**src/rtl/uart_pkg.sv**
```systemverilog
// uart_pkg: state encoding, default frame shape and the shared baud period
// for the UART transmitter, its baud generator and its bench.
package uart_pkg;

   typedef enum logic [2:0] {
      IDLE   = 3'd0,
      LOAD   = 3'd1,
      START  = 3'd2,
      DATA   = 3'd3,
      PARITY = 3'd4,
      STOP   = 3'd5
   } uart_state_t;

   localparam int DEF_DATA_BITS = 8;
   localparam int DEF_STOP_BITS = 1;
   localparam int TICK_PERIOD   = 20;

endpackage

```
**src/rtl/uart_tx_if.sv**
```systemverilog
// uart_tx_if: valid/ready byte handshake between a producer and the
// UART transmitter.
interface uart_tx_if #(
   parameter int DATA_BITS = 8
);

   logic [DATA_BITS-1:0] tx_data;
   logic                 tx_valid;
   logic                 tx_ready;

   modport master (
      output tx_data,
      output tx_valid,
      input  tx_ready
   );

   modport slave (
      input  tx_data,
      input  tx_valid,
      output tx_ready
   );

endinterface

```
**src/rtl/uart_tx.sv**
```systemverilog
// uart_tx: tick-paced start/data/stop serialiser, LSB first.
// Define UART_TX_PARITY_EN to add a parity bit after the data bits.
module uart_tx
   import uart_pkg::*;
#(
   parameter int DATA_BITS  = DEF_DATA_BITS,
   parameter int STOP_BITS  = DEF_STOP_BITS,
   parameter int PARITY_ODD = 0
) (
   input  logic     clk,
   input  logic     rst,
   input  logic     tick,
   uart_tx_if.slave host,
   output logic     tx,
   output logic     busy
);

   localparam int CW = (DATA_BITS > 1) ? $clog2(DATA_BITS) : 1;
   localparam logic [CW-1:0] LAST_BIT = CW'(DATA_BITS - 1);
   localparam logic          LAST_STOP = 1'(STOP_BITS - 1);

   if (DATA_BITS < 5 || DATA_BITS > 8) begin : g_bad_data_bits
      $error("uart_tx: DATA_BITS must be 5..8");
   end
   if (STOP_BITS < 1 || STOP_BITS > 2) begin : g_bad_stop_bits
      $error("uart_tx: STOP_BITS must be 1 or 2");
   end
   if (PARITY_ODD < 0 || PARITY_ODD > 1) begin : g_bad_parity
      $error("uart_tx: PARITY_ODD must be 0 or 1");
   end

   uart_state_t          state_q, state_d;
   logic [DATA_BITS-1:0] shift_q, shift_d;
   logic [CW-1:0]        bitcnt_q, bitcnt_d;
   logic                 stopcnt_q, stopcnt_d;
   logic                 tx_q, tx_d;
   logic                 ready_q, ready_d;
   logic                 busy_q, busy_d;
`ifdef UART_TX_PARITY_EN
   logic                 parity_q, parity_d;
`endif

   logic [DATA_BITS-1:0] shift_next;

   assign shift_next = {1'b0, shift_q[DATA_BITS-1:1]};

   always_ff @(posedge clk) begin
      if (rst) begin
         state_q   <= IDLE;
         shift_q   <= '0;
         bitcnt_q  <= '0;
         stopcnt_q <= 1'b0;
         tx_q      <= 1'b1;
         ready_q   <= 1'b1;
         busy_q    <= 1'b0;
`ifdef UART_TX_PARITY_EN
         parity_q  <= 1'b0;
`endif
      end else begin
         state_q   <= state_d;
         shift_q   <= shift_d;
         bitcnt_q  <= bitcnt_d;
         stopcnt_q <= stopcnt_d;
         tx_q      <= tx_d;
         ready_q   <= ready_d;
         busy_q    <= busy_d;
`ifdef UART_TX_PARITY_EN
         parity_q  <= parity_d;
`endif
      end
   end

   always_comb begin
      state_d   = state_q;
      shift_d   = shift_q;
      bitcnt_d  = bitcnt_q;
      stopcnt_d = stopcnt_q;
      tx_d      = tx_q;
`ifdef UART_TX_PARITY_EN
      parity_d  = parity_q;
`endif
      unique case (state_q)
         // Accept is the only move not paced by tick.
         IDLE: begin
            tx_d = 1'b1;
            if (host.tx_valid && ready_q) begin
               shift_d = host.tx_data;
               state_d = LOAD;
`ifdef UART_TX_PARITY_EN
               parity_d = (^host.tx_data) ^ PARITY_ODD[0];
`endif
            end
         end
         LOAD: begin
            if (tick) begin
               tx_d    = 1'b0;
               state_d = START;
            end
         end
         START: begin
            if (tick) begin
               tx_d     = shift_q[0];
               shift_d  = shift_next;
               bitcnt_d = '0;
               state_d  = DATA;
            end
         end
         DATA: begin
            if (tick) begin
               if (bitcnt_q == LAST_BIT) begin
`ifdef UART_TX_PARITY_EN
                  tx_d    = parity_q;
                  state_d = PARITY;
`else
                  tx_d      = 1'b1;
                  stopcnt_d = 1'b0;
                  state_d   = STOP;
`endif
               end else begin
                  tx_d     = shift_q[0];
                  shift_d  = shift_next;
                  bitcnt_d = bitcnt_q + 1'b1;
               end
            end
         end
`ifdef UART_TX_PARITY_EN
         PARITY: begin
            if (tick) begin
               tx_d      = 1'b1;
               stopcnt_d = 1'b0;
               state_d   = STOP;
            end
         end
`endif
         STOP: begin
            if (tick) begin
               if (stopcnt_q == LAST_STOP) begin
                  state_d = IDLE;
               end else begin
                  stopcnt_d = stopcnt_q + 1'b1;
               end
            end
         end
         default: begin
            state_d = IDLE;
            tx_d    = 1'b1;
         end
      endcase
   end

   // Handshake flags follow the next state so they line up with tx.
   always_comb begin
      ready_d = (state_d == IDLE);
      busy_d  = (state_d != IDLE);
   end

   assign tx            = tx_q;
   assign busy          = busy_q;
   assign host.tx_ready = ready_q;

`ifndef SYNTHESIS
   a_tx_on_tick : assert property (
      @(posedge clk) disable iff (rst)
      $changed(tx) |-> ($past(tick) || $past(rst))
   );
   a_ready_busy : assert property (
      @(posedge clk) disable iff (rst)
      host.tx_ready == !busy
   );
`endif

endmodule

```
**src/flat_wrapper.sv**
```systemverilog
// flat-port wrapper written by rule: the top's interface ports become plain ports
module uart_tx_flat import uart_pkg::*;
#(
   parameter int DATA_BITS  = DEF_DATA_BITS,
   parameter int STOP_BITS  = DEF_STOP_BITS,
   parameter int PARITY_ODD = 0
)
  (clk, rst, tick, tx, busy, host_tx_data, host_tx_valid, host_tx_ready);
  uart_tx_if #(.DATA_BITS(DATA_BITS)) host_i ();
  input  logic clk;
  input  logic rst;
  input  logic tick;
  output logic tx;
  output logic busy;
  input wire logic [$bits(host_i.tx_data)-1:0] host_tx_data;
  input wire logic [$bits(host_i.tx_valid)-1:0] host_tx_valid;
  output wire logic [$bits(host_i.tx_ready)-1:0] host_tx_ready;
  assign host_i.tx_data = host_tx_data;
  assign host_i.tx_valid = host_tx_valid;
  assign host_tx_ready = host_i.tx_ready;
  uart_tx #(.DATA_BITS(DATA_BITS), .STOP_BITS(STOP_BITS), .PARITY_ODD(PARITY_ODD)) u_core (.clk(clk), .rst(rst), .tick(tick), .host(host_i), .tx(tx), .busy(busy));
endmodule
```
**config.mk**
```make
export PLATFORM = sky130hd
export DESIGN_NAME = uart_tx_flat
export DESIGN_NICKNAME = d
export VERILOG_FILES = /design/src/rtl/uart_pkg.sv /design/src/rtl/uart_tx_if.sv /design/src/rtl/uart_tx.sv /design/src/flat_wrapper.sv
export SDC_FILE = /design/constraint.sdc
export NUM_CORES = 1
export LEC_CHECK = 0
export BUFFER_PORTS_ARGS = -buffer_cell sky130_fd_sc_hd__buf_2
export CORE_AREA = 2 2 47 49
export DETAILED_ROUTE_END_ITERATION = 6
export DIE_AREA = 0 0 49 51
export MAX_ROUTING_LAYER = met4
export PLACE_DENSITY = 0.69
export REMOVE_ABC_BUFFERS = 1
export SLEW_MARGIN = 0
export SYNTH_ARGS = -nofsm -noshare
export SYNTH_HDL_FRONTEND = slang
export SYNTH_SLANG_ARGS = --single-unit
```
**constraint.sdc**
```tcl
create_clock -name clk -period 4.3 [get_ports clk]
set_input_delay 0.215 -clock clk [delete_from_list [all_inputs] [get_ports clk]]
set_output_delay 0.215 -clock clk [all_outputs]
set_load 0.02 [all_outputs]
```
==> results, run 1 <==
- The worst-case IR drop observed on VDD is 185 uV.
- The Yosys step of the flow raised 0 warnings.
- The area enclosed by the die boundary is about 2500 um^2.
- The end-of-flow core utilization is about half.
- In the routed design, unresolved DRC markers number 0.
- The worst-case clock buffer depth is 2.
- The delay of the slowest cell on the worst path is 0.46 ns.
- Yosys attributes the largest share of cell area to sky130_fd_sc_hd__dfxtp_1, sky130_fd_sc_hd__a211oi_2, sky130_fd_sc_hd__mux2i_1, sky130_fd_sc_hd__a221oi_1, sky130_fd_sc_hd__a2111oi_4.
- Setup violations remaining at the end of the flow were counted as 0.
- The residual overflow from global routing is 0.
- Global routing used 15.0% of the available tracks.
- Power spread over the standard cell area amounts to 351 nW/um^2.
- The max-slew violation count is 0.
- The setup TNS after final layout is 0 ns.
- The per-instance average area after synthesis is between 10 and 15 um^2.
- The total setup buffers inserted after CTS is 0.
- Setup repair after global routing left no endpoint under its margin.
- The internal power consumption is about 250 uW.
- The sequential power share is ~53%.
- The worst setup path is of the flop to flop kind.
- The placeable core region is 2060 um^2.
- The number of nets at the end of the flow is roughly 110.
- The most area-hungry cell type in the Yosys netlist is sky130_fd_sc_hd__dfxtp_1.
- The first global-routing pass estimated ~2.9 mm of wire.
- The mapped netlist covers between 900 and 1000 um^2.
- The routed via count divided by cell count is just under 6.
- Together, buffers and inverters on the worst path number 0.
- The synthesized netlist devotes about an eighth of its cell area to simple gates.
- The routed layout has about 750 vias.
- In this run the count of I/O pins placed on the die edge is 15.
- Once detailed placement completed, the half-perimeter wirelength came to 1.22 mm.
- On the final layout, the worst hold slack is ~0.19 ns.
- After detailed placement, the design holds a cell count of about 120.
- Wires add up to ~1.7 mm.
- The register-to-register setup slack is approximately 2.5 ns.
- The uppermost signal routing layer after detailed routing is met4.
- The final weighted congestion in routability-driven placement is ~0.76.
- STA classifies the critical path endpoint as a flop.
- The synthesized-area fraction occupied by adder cells is approximately 2.7%.
- The total placed instance area is about 980 um^2.
- Post-CTS repair changed the size of 0 cells.
- Measured against its own limit, the worst slew margin works out to slightly above 70%.
- The number of antenna violations at the first check in global routing is 0.
- The worst path in the final design needs a cycle of between 1.5 and 2 ns, including I/O delays and setup.
- Wire segments on met2 add up to around 800 um in the final route.
- The H-tree depth is 1.
- TritonCTS created 3 clock buffers.
- The count of port buffers added during placement is 14.
- The data required time of the critical path is roughly 4.5 ns.
- The clock arrives with about 0.0022 ns of skew.
- The final count of hold timing violations is 0.
- The final design area excluding fillers is ~1000 um^2.
- The min-delay analysis places its worst path in the category primary input to flop.
- The leakage power summed over all cells is between 0.0004 and 0.0005 uW.
- After synthesis, the netlist uses 35 different library cells.
- Summed over all nets, wire length on met3 after detailed routing comes to between 60 and 70 um.
- The die is 49 um wide.
- Broken down by cell family, the worst path's largest delay share belongs to compound AO/OA/AOI/OAI gates.
- The largest fanout on the critical path is 11.
- The relative area change from synthesis to final layout is 6.63%.
- Of the cells placed in the final design, the portion with a size suffix greater than 1 is around 28%.
- The cell count after synthesis came out at 91.
- The post-synthesis xor/xnor area fraction is 0%.
- Dividing the detail-routed wire length by the instance count gives approximately 13 um.
- Leaving out filler cells and counting taps, the final layout contains between 100 and 150.
- After the first detailed-routing iteration, the DRC count stood at 14.
- The number of filler cells placed in the layout is ~210.
- Entering global routing, the biggest net connects 18 pins.
- Once detail routing completed, the nets flagged for antenna violations numbered 0.
- The die span in y is approximately 51 um.
- Combinational logic burns between 20 and 25% of the power.
- The portion of total power attributed to the clock network is between 20% and 30%.
- The number of antenna diodes in the final layout is 0.
- By area, the combinational part of the netlist is dominated by compound AO/OA/AOI/OAI gates.
- The flow ran to the end, and the final reports show no timing, DRC or antenna violations.
- The clock root buffer is sky130_fd_sc_hd__clkbuf_4.
- The insertion delay of the later-clocked pin in the worst-skew pair is 0.29 ns.
- Net switching is between 20% and 30% of the power.
- After synthesis, the share of cell area in mux cells is under 10%.
- Clock-pin slew was measured on the worst setup and hold paths at around 0.1 ns.
- The upper clock frequency limit is ~0.56 GHz.
- The analysis attributes to net switching a power of around 100 uW.
- TritonCTS built the clock tree.
- The signal on the critical path passes through ha_1 -> ha_1 -> nand2_1 -> a22o_1 -> mux2i_1.
- After synthesis, the largest area contributor takes up between 30% and 40% of total cell area.
- The kind of launch point of the worst setup path is a flop.
- In this run, synthesis produced a sequential element count of 17.
- The initial utilization of the core area, before any placement, comes to 45.7%.
- The number of global-route vias before repair came to approximately 670.
- The final critical path takes up between 40% and 50% of the cycle.
- At the pin with the least slew margin, the transition time is ~0.44 ns.
- The fraction of the yosys area taken by sequential cells is between 30% and 40%.
- The met1 layer wirelength in the final routing is just under 800 um.
- The synthesized netlist devotes a little under a third of its cell area to compound gates.
- The worst endpoint data arrival time is about 2 ns.
- The slowest stage of the critical path is the sky130_fd_sc_hd__a22o_1 cell.
- The max capacitance violation total is 0.
- CTS saw 17 sinks.
- The cell that appears most often on the critical path is sky130_fd_sc_hd__ha_1.
- The first detailed-routing pass took 4 iterations.
- The number of placement rows is 17.
- The count of hold-fix buffers inserted at cts is 0.
-- synth_stat cells (all sizes together) --
| library cell | instances |
|---|---|
| a31o | 1 |
| o21ai | 4 |
| clkbuf | 2 |
| dfxtp | 17 |
| a21o | 1 |
| nand3b | 2 |
| a211oi | 9 |
| a221oi | 7 |
| a2111oi | 1 |
| and4 | 1 |
| and4bb | 1 |
| nor2 | 3 |
| a22o | 1 |
| nand2b | 2 |
| or2b | 1 |
| nand4b | 1 |
| mux2i | 8 |
| o2bb2ai | 1 |
| a311oi | 1 |
| nand4 | 2 |
| nand2 | 2 |
| and3b | 1 |
| a311o | 1 |
| a22oi | 1 |
| o211a | 1 |
| ha | 2 |
| and2 | 1 |
| a21oi | 4 |
| inv | 2 |
| nor3b | 1 |
| buf | 9 |
-- registers in the layout, summed over array words and instances (netlist names) --
name and count:
u_core.host.tx_ready 1, u_core.bitcnt_q 3, u_core.tx 1, u_core.busy 1, u_core.state_q 3, u_core.shift_q 8
-- tightest hold or removal path: cells and delay by family --
family	cells	cell delay, ns
simple gates	1	0.07
mux	1	0.06
buf+inv	1	0.09
-- stage by stage --
stage | total power, uW | setup WS [ns]
3_3_place_gp | 271 | 2.59
2_1_floorplan | 248 | 2.72
5_1_grt | 376 | 2.38
4_1_cts | 359 | 2.50
3_5_place_dp | 272 | 2.52
6_report | 353 | 2.50
-- cells in the final DEF, fill, tap and decap left out, drive strengths merged, types with 2 or more instances in the layout --
master,netlist,routed
dfxtp,17,17
nand4,2,2
nand2b,2,2
a21oi,4,4
nand3b,2,2
inv,2,2
clkbuf,2,4
nor2,3,3
nand2,2,2
mux2i,8,8
buf,9,14
a211oi,9,9
a221oi,7,7
ha,2,2
o21ai,4,4
-- per-layer routing --
metal	vias to the layer above	global-route usage [%]
met4	0	5.71
met3	2	2.63
met5	-	-
met2	20	24.2
met1	358	18.9
li1	366	-
-- worst paths after layout --
| kind | from | endpoint | cells past startpoint |
|---|---|---|---|
| setup / recovery | u_core.bitcnt_q[0] | u_core.shift_q[7] | 5 |
| setup reg to reg | u_core.bitcnt_q[0] | u_core.shift_q[7] | 5 |
| hold / removal | host_tx_data[7] | u_core.shift_q[7] | 3 |
| hold reg to reg | u_core.shift_q[7] | u_core.shift_q[7] | 2 |
-- power by group through the flow --
stage / registers (uW) / logic [uW] / clock network, uW
after floorplan: 192 / 56.6 / 0
after global placement: 190 / 80.7 / 0
after detailed placement: 190 / 81.6 / 0
after CTS: 187 / 81.7 / 90.6
after global routing: 189 / 88.9 / 98.5
final: 187 / 80.5 / 85.3
-- logic make-up after synthesis --
family | Yosys count
AOI/OAI and AO/OA | 33
adders and majority gates | 2
buffers and inverters | 13
DFF | 17
muxes | 8
and+or+nand+nor | 18
-- area by class of cell --
class / instances / area (um^2) / share of cell area, %
Multi-Input combinational cell: 61 / 527 / 52.4
Sequential cell: 17 / 340 / 33.8
Timing Repair Buffer: 14 / 70.1 / 6.97
Tap cell: 28 / 35.0 / 3.48
Clock buffer: 4 / 26.3 / 2.61
Inverter: 2 / 7.51 / 0.746
No activity file was read; power rests on OpenSTA's default activity.
==> run 2, diff against run 1 <==
--- a/config.mk
+++ b/config.mk
@@ -10,7 +10,7 @@
 export DETAILED_ROUTE_END_ITERATION = 6
 export DIE_AREA = 0 0 49 51
 export MAX_ROUTING_LAYER = met4
-export PLACE_DENSITY = 0.69
+export PLACE_DENSITY = 0.72
 export REMOVE_ABC_BUFFERS = 1
 export SLEW_MARGIN = 0
 export SYNTH_ARGS = -nofsm -noshare
==> constraint.sdc (replaced) <==
create_clock -name clk -period 1.5 [get_ports clk]
set_input_delay 0.075 -clock clk [delete_from_list [all_inputs] [get_ports clk]]
set_output_delay 0.075 -clock clk [all_outputs]
set_load 0.02 [all_outputs]
==> run 2 against run 1 <==
Against the previous run: core utilization rose by 7.6 points; die area unchanged; combinational power grew to 3.7 times the previous value; sequential share of layout area down 4.4 points; critical path depth unchanged; sequential cell count unchanged; clock power rose to 2.9 times the previous value; cell count grew 6.3%; routed wire length increased by 18%; maximum frequency rose by 27%; worst setup slack got worse by 2.4 ns; critical endpoint is now u_core.busy; largest power group unchanged.
==> results, run 2 (synthesized netlist as in run 1, its figures left out) <==
- The kind of end point of the critical path is a flop (unchanged).
- The clock buffer count from CTS is 3 (unchanged).
- The pre-CTS setup slack came to -0.0683 ns (was 2.52 ns).
- The time the worst path needs with I/O delays and setup is 1.42 ns (was 1.80 ns).
- Biggest registers after layout: u_core.shift_q (8), u_core.bitcnt_q (3), u_core.state_q (3) (unchanged).
- The kind of launch point of the worst setup path is a flop (unchanged).
- The insertion delay of the later-clocked pin in the worst-skew pair is 0.29 ns (about the same).
- The residual overflow from global routing is 0 (unchanged).
- The count of port buffers added during placement came to 14 (unchanged).
- The overall via count from detail_route is 759 (was 746).
- The final weighted congestion in routability-driven placement is 0.751 (was 0.762).
- The share of cells above drive strength 1 came to 44.3% (was 27.6%).
- The die span in y is 51 um (unchanged).
- The global-route wire length before repair is 3.22 mm (was 2.86 mm).
- The worst min-delay path category is primary input to flop (unchanged).
- The placeable core region is 2060 um^2 (unchanged).
- The portion of total power attributed to the clock network is 22.9% (was 24.2%).
- The worst vdd rail ir drop is 591 uV (was 185 uV).
- The final critical-path setup slack is 0.0808 ns (was 2.50 ns).
- The routed via count divided by cell count is 5.66 (was 5.92).
- The largest fanout on the critical path came to 4 (was 11).
- The total placed instance area is 1040 um^2 (was 980 um^2).
- The area enclosed by the die boundary is 2500 um^2 (unchanged).
- The number of flip-flops under the largest register name is 8 (unchanged).
- The final design area excluding fillers is 1160 um^2 (was 1010 um^2).
- The internal power consumption is 754 uW (was 248 uW).
- The clock sink count is 17 (unchanged).
- The total instance count after detailed placement was 130 (was 122).
- The total setup buffers inserted after CTS came to 0 (unchanged).
- The clock skew is 0.00417 ns (was 0.00221 ns).
- The upper clock frequency limit is 0.705 GHz (was 0.557 GHz).
- The leakage power summed over all cells came to 0.000466 uW (was 0.000404 uW).
- The sum of internal, switching and leakage power is 1080 uW (was 353 uW).
- The number of filler cells placed in the layout is 189 (was 209).
- The period utilization is 94.6% (was 41.8%).
- The combinational group share of total power is 27.3% (was 22.8%).
- The number of failing setup endpoints in the final timing report is 0 (unchanged).
- The remaining max-slew budget at the tightest pin is 67.2% (was 71.0%).
- The largest net degree at the start of global routing is 18 (unchanged).
- The total routing resource utilization after global routing is 17.4% (was 15.0%).
- The worst-case clock buffer depth is 2 (unchanged).
- The commonest non-fill, non-tap cell in the layout is sky130_fd_sc_hd__dfxtp_1 (unchanged).
- Unrepaired setup endpoints after global routing: no (unchanged).
- The highest-delay cell along the critical path is sky130_fd_sc_hd__dfxtp_1 (was sky130_fd_sc_hd__a22o_1).
- The clock-pin transition on the worst setup and hold timing paths came to 0.10 ns (about the same).
- The sequential power share came to 49.9% (was 53.0%).
- The switching part of the total power is 30.3% (was 29.6%).
- The number of remaining DRC errors is 0 (unchanged).
- The worst endpoint data arrival time came to 1.60 ns (was 2.02 ns).
- The clock root buffer is sky130_fd_sc_hd__clkbuf_4 (unchanged).
- Cells along the critical path: ha_1 -> ha_4 -> and4_2 -> a2111oi_4 -> a311o_1 (was ha_1 -> ha_1 -> nand2_1 -> a22o_1 -> mux2i_1).
- The detailed placement HPWL is 1.29 mm (was 1.22 mm).
- The number of antenna diodes was 0 (unchanged).
- The number of nets with antenna violations after routing is 0 (unchanged).
- The initial core utilization is 45.7% (unchanged).
- The H-tree depth is 1 (unchanged).
- The number of global-route vias before repair is 717 (was 667).
- The detailed-route wire length is 1.96 mm (was 1.67 mm).
- The detailed-route wire length per cell came to 14.6 um (was 13.2 um).
- The delay of the slowest cell on the worst path is 0.35 ns (was 0.46 ns).
- The clock tree from TritonCTS is done (unchanged).
- Outcome: completed (unchanged).
- The data required time of the critical path is 1.68 ns (was 4.53 ns).
- The final count of hold timing violations was 0 (unchanged).
- The number of antenna violations at the first check in global routing is 0 (unchanged).
- The relative area change from synthesis to final layout is 23.2% (was 6.63%).
- The total power divided by cell area came to 931 nW/um^2 (was 351 nW/um^2).
- The starting DRC count in detailed routing is 4 (was 14).
- The count of non-filler cells in the finished layout was 134 (was 126).
- The kind of critical path is flop to flop (unchanged).
- The max-slew violation count is 0 (unchanged).
- The floorplan die width is 49 um (unchanged).
- The end-of-flow core utilization is 56.3% (was 48.8%).
- The count of hold-fix buffers inserted at cts came to 0 (unchanged).
- The boundary pin count is 15 (unchanged).
- The max capacitance violation total is 0 (unchanged).
- The power spent charging and discharging nets is 328 uW (was 104 uW).
- The number of placement rows was 17 (unchanged).
- The register with the most flip-flops was u_core.shift_q (unchanged).
- Most used cells in the layout excluding fill and tap cells: sky130_fd_sc_hd__dfxtp_1, sky130_fd_sc_hd__buf_2, sky130_fd_sc_hd__mux2i_1, sky130_fd_sc_hd__a211oi_2, sky130_fd_sc_hd__buf_4 (was sky130_fd_sc_hd__dfxtp_1, sky130_fd_sc_hd__buf_2, sky130_fd_sc_hd__mux2i_1, sky130_fd_sc_hd__a221oi_1, sky130_fd_sc_hd__a211oi_2).
- The number of nets at the end of the flow came to 121 (was 113).
- The transition time of the tightest slew-check pin is 0.491 ns (was 0.435 ns).
- The number of detailed-routing iterations run before antenna repair is 2 (was 4).
==> run 2: cell types whose count changed in the layout (fill, tap and decap cells not counted), sizes merged <==
cell / before / now
buf: 14 / 22
==> run 2: final cells by class <==
cell class                      instances  area, um^2  share of cell area, %
Inverter                                2        7.51                  0.646
Clock buffer                            4        26.3                   2.26
Sequential cell                        17         342                   29.4
Tap cell                               28        35.0                   3.01
Multi-Input combinational cell         61         618                   53.2
Timing Repair Buffer                   22         134                   11.5
==> run 2: timing repair <==
item / in CTS / in global routing
setup endpoints to repair: 10 / 9
resized for setup: 8 / 9
pin swaps: 2 / 0
==> run 2: path summary, 6_finish.rpt <==
kind | startpoint | end | slack, ns | depth (start not counted)
worst max-delay path | u_core.bitcnt_q[1] | u_core.busy | 0.08 | 5
worst min register to register | u_core.shift_q[7] | u_core.shift_q[7] | 0.49 | 2
worst max register to register | u_core.bitcnt_q[1] | u_core.busy | 0.08 | 5
worst min-delay path | host_tx_data[7] | u_core.shift_q[7] | 0.06 | 3
==> run 2: through the flow <==
step | setup TNS (ns) | hold slack [ns]
2_1_floorplan | -0.428 | 0.140
6_report | 0 | 0.0558
5_1_grt | 0 | 0.0460
3_3_place_gp | -0.00239 | 0.358
3_5_place_dp | -0.278 | 0.367
4_1_cts | 0 | 0.0482
==> run 2: critical path, delay by kind of cell, from the launching register on <==
family	cells	cell delay [ns]
fa+ha+maj	2	0.34
simple gates	1	0.25
compound gates	2	0.38
flops	1	0.35
==> run 2: power groups by stage <==
| stage | combinational, uW | sequential, uW | clock (uW) |
|---|---|---|---|
| floorplan | 162 | 549 | 0 |
| global placement | 252 | 540 | 0 |
| detailed placement | 256 | 541 | 0 |
| CTS | 277 | 536 | 252 |
| global route | 320 | 545 | 278 |
| finish | 295 | 540 | 248 |
==> run 2: per-layer routing <==
layer / vias to the layer above / global-route usage, % / wire (um)
met5: - / - / 0
met4: 0 / 8.57 / 24
met3: 4 / 4.39 / 66
met2: 12 / 28.3 / 920
met1: 358 / 20.2 / 948
li1: 385 / - / -
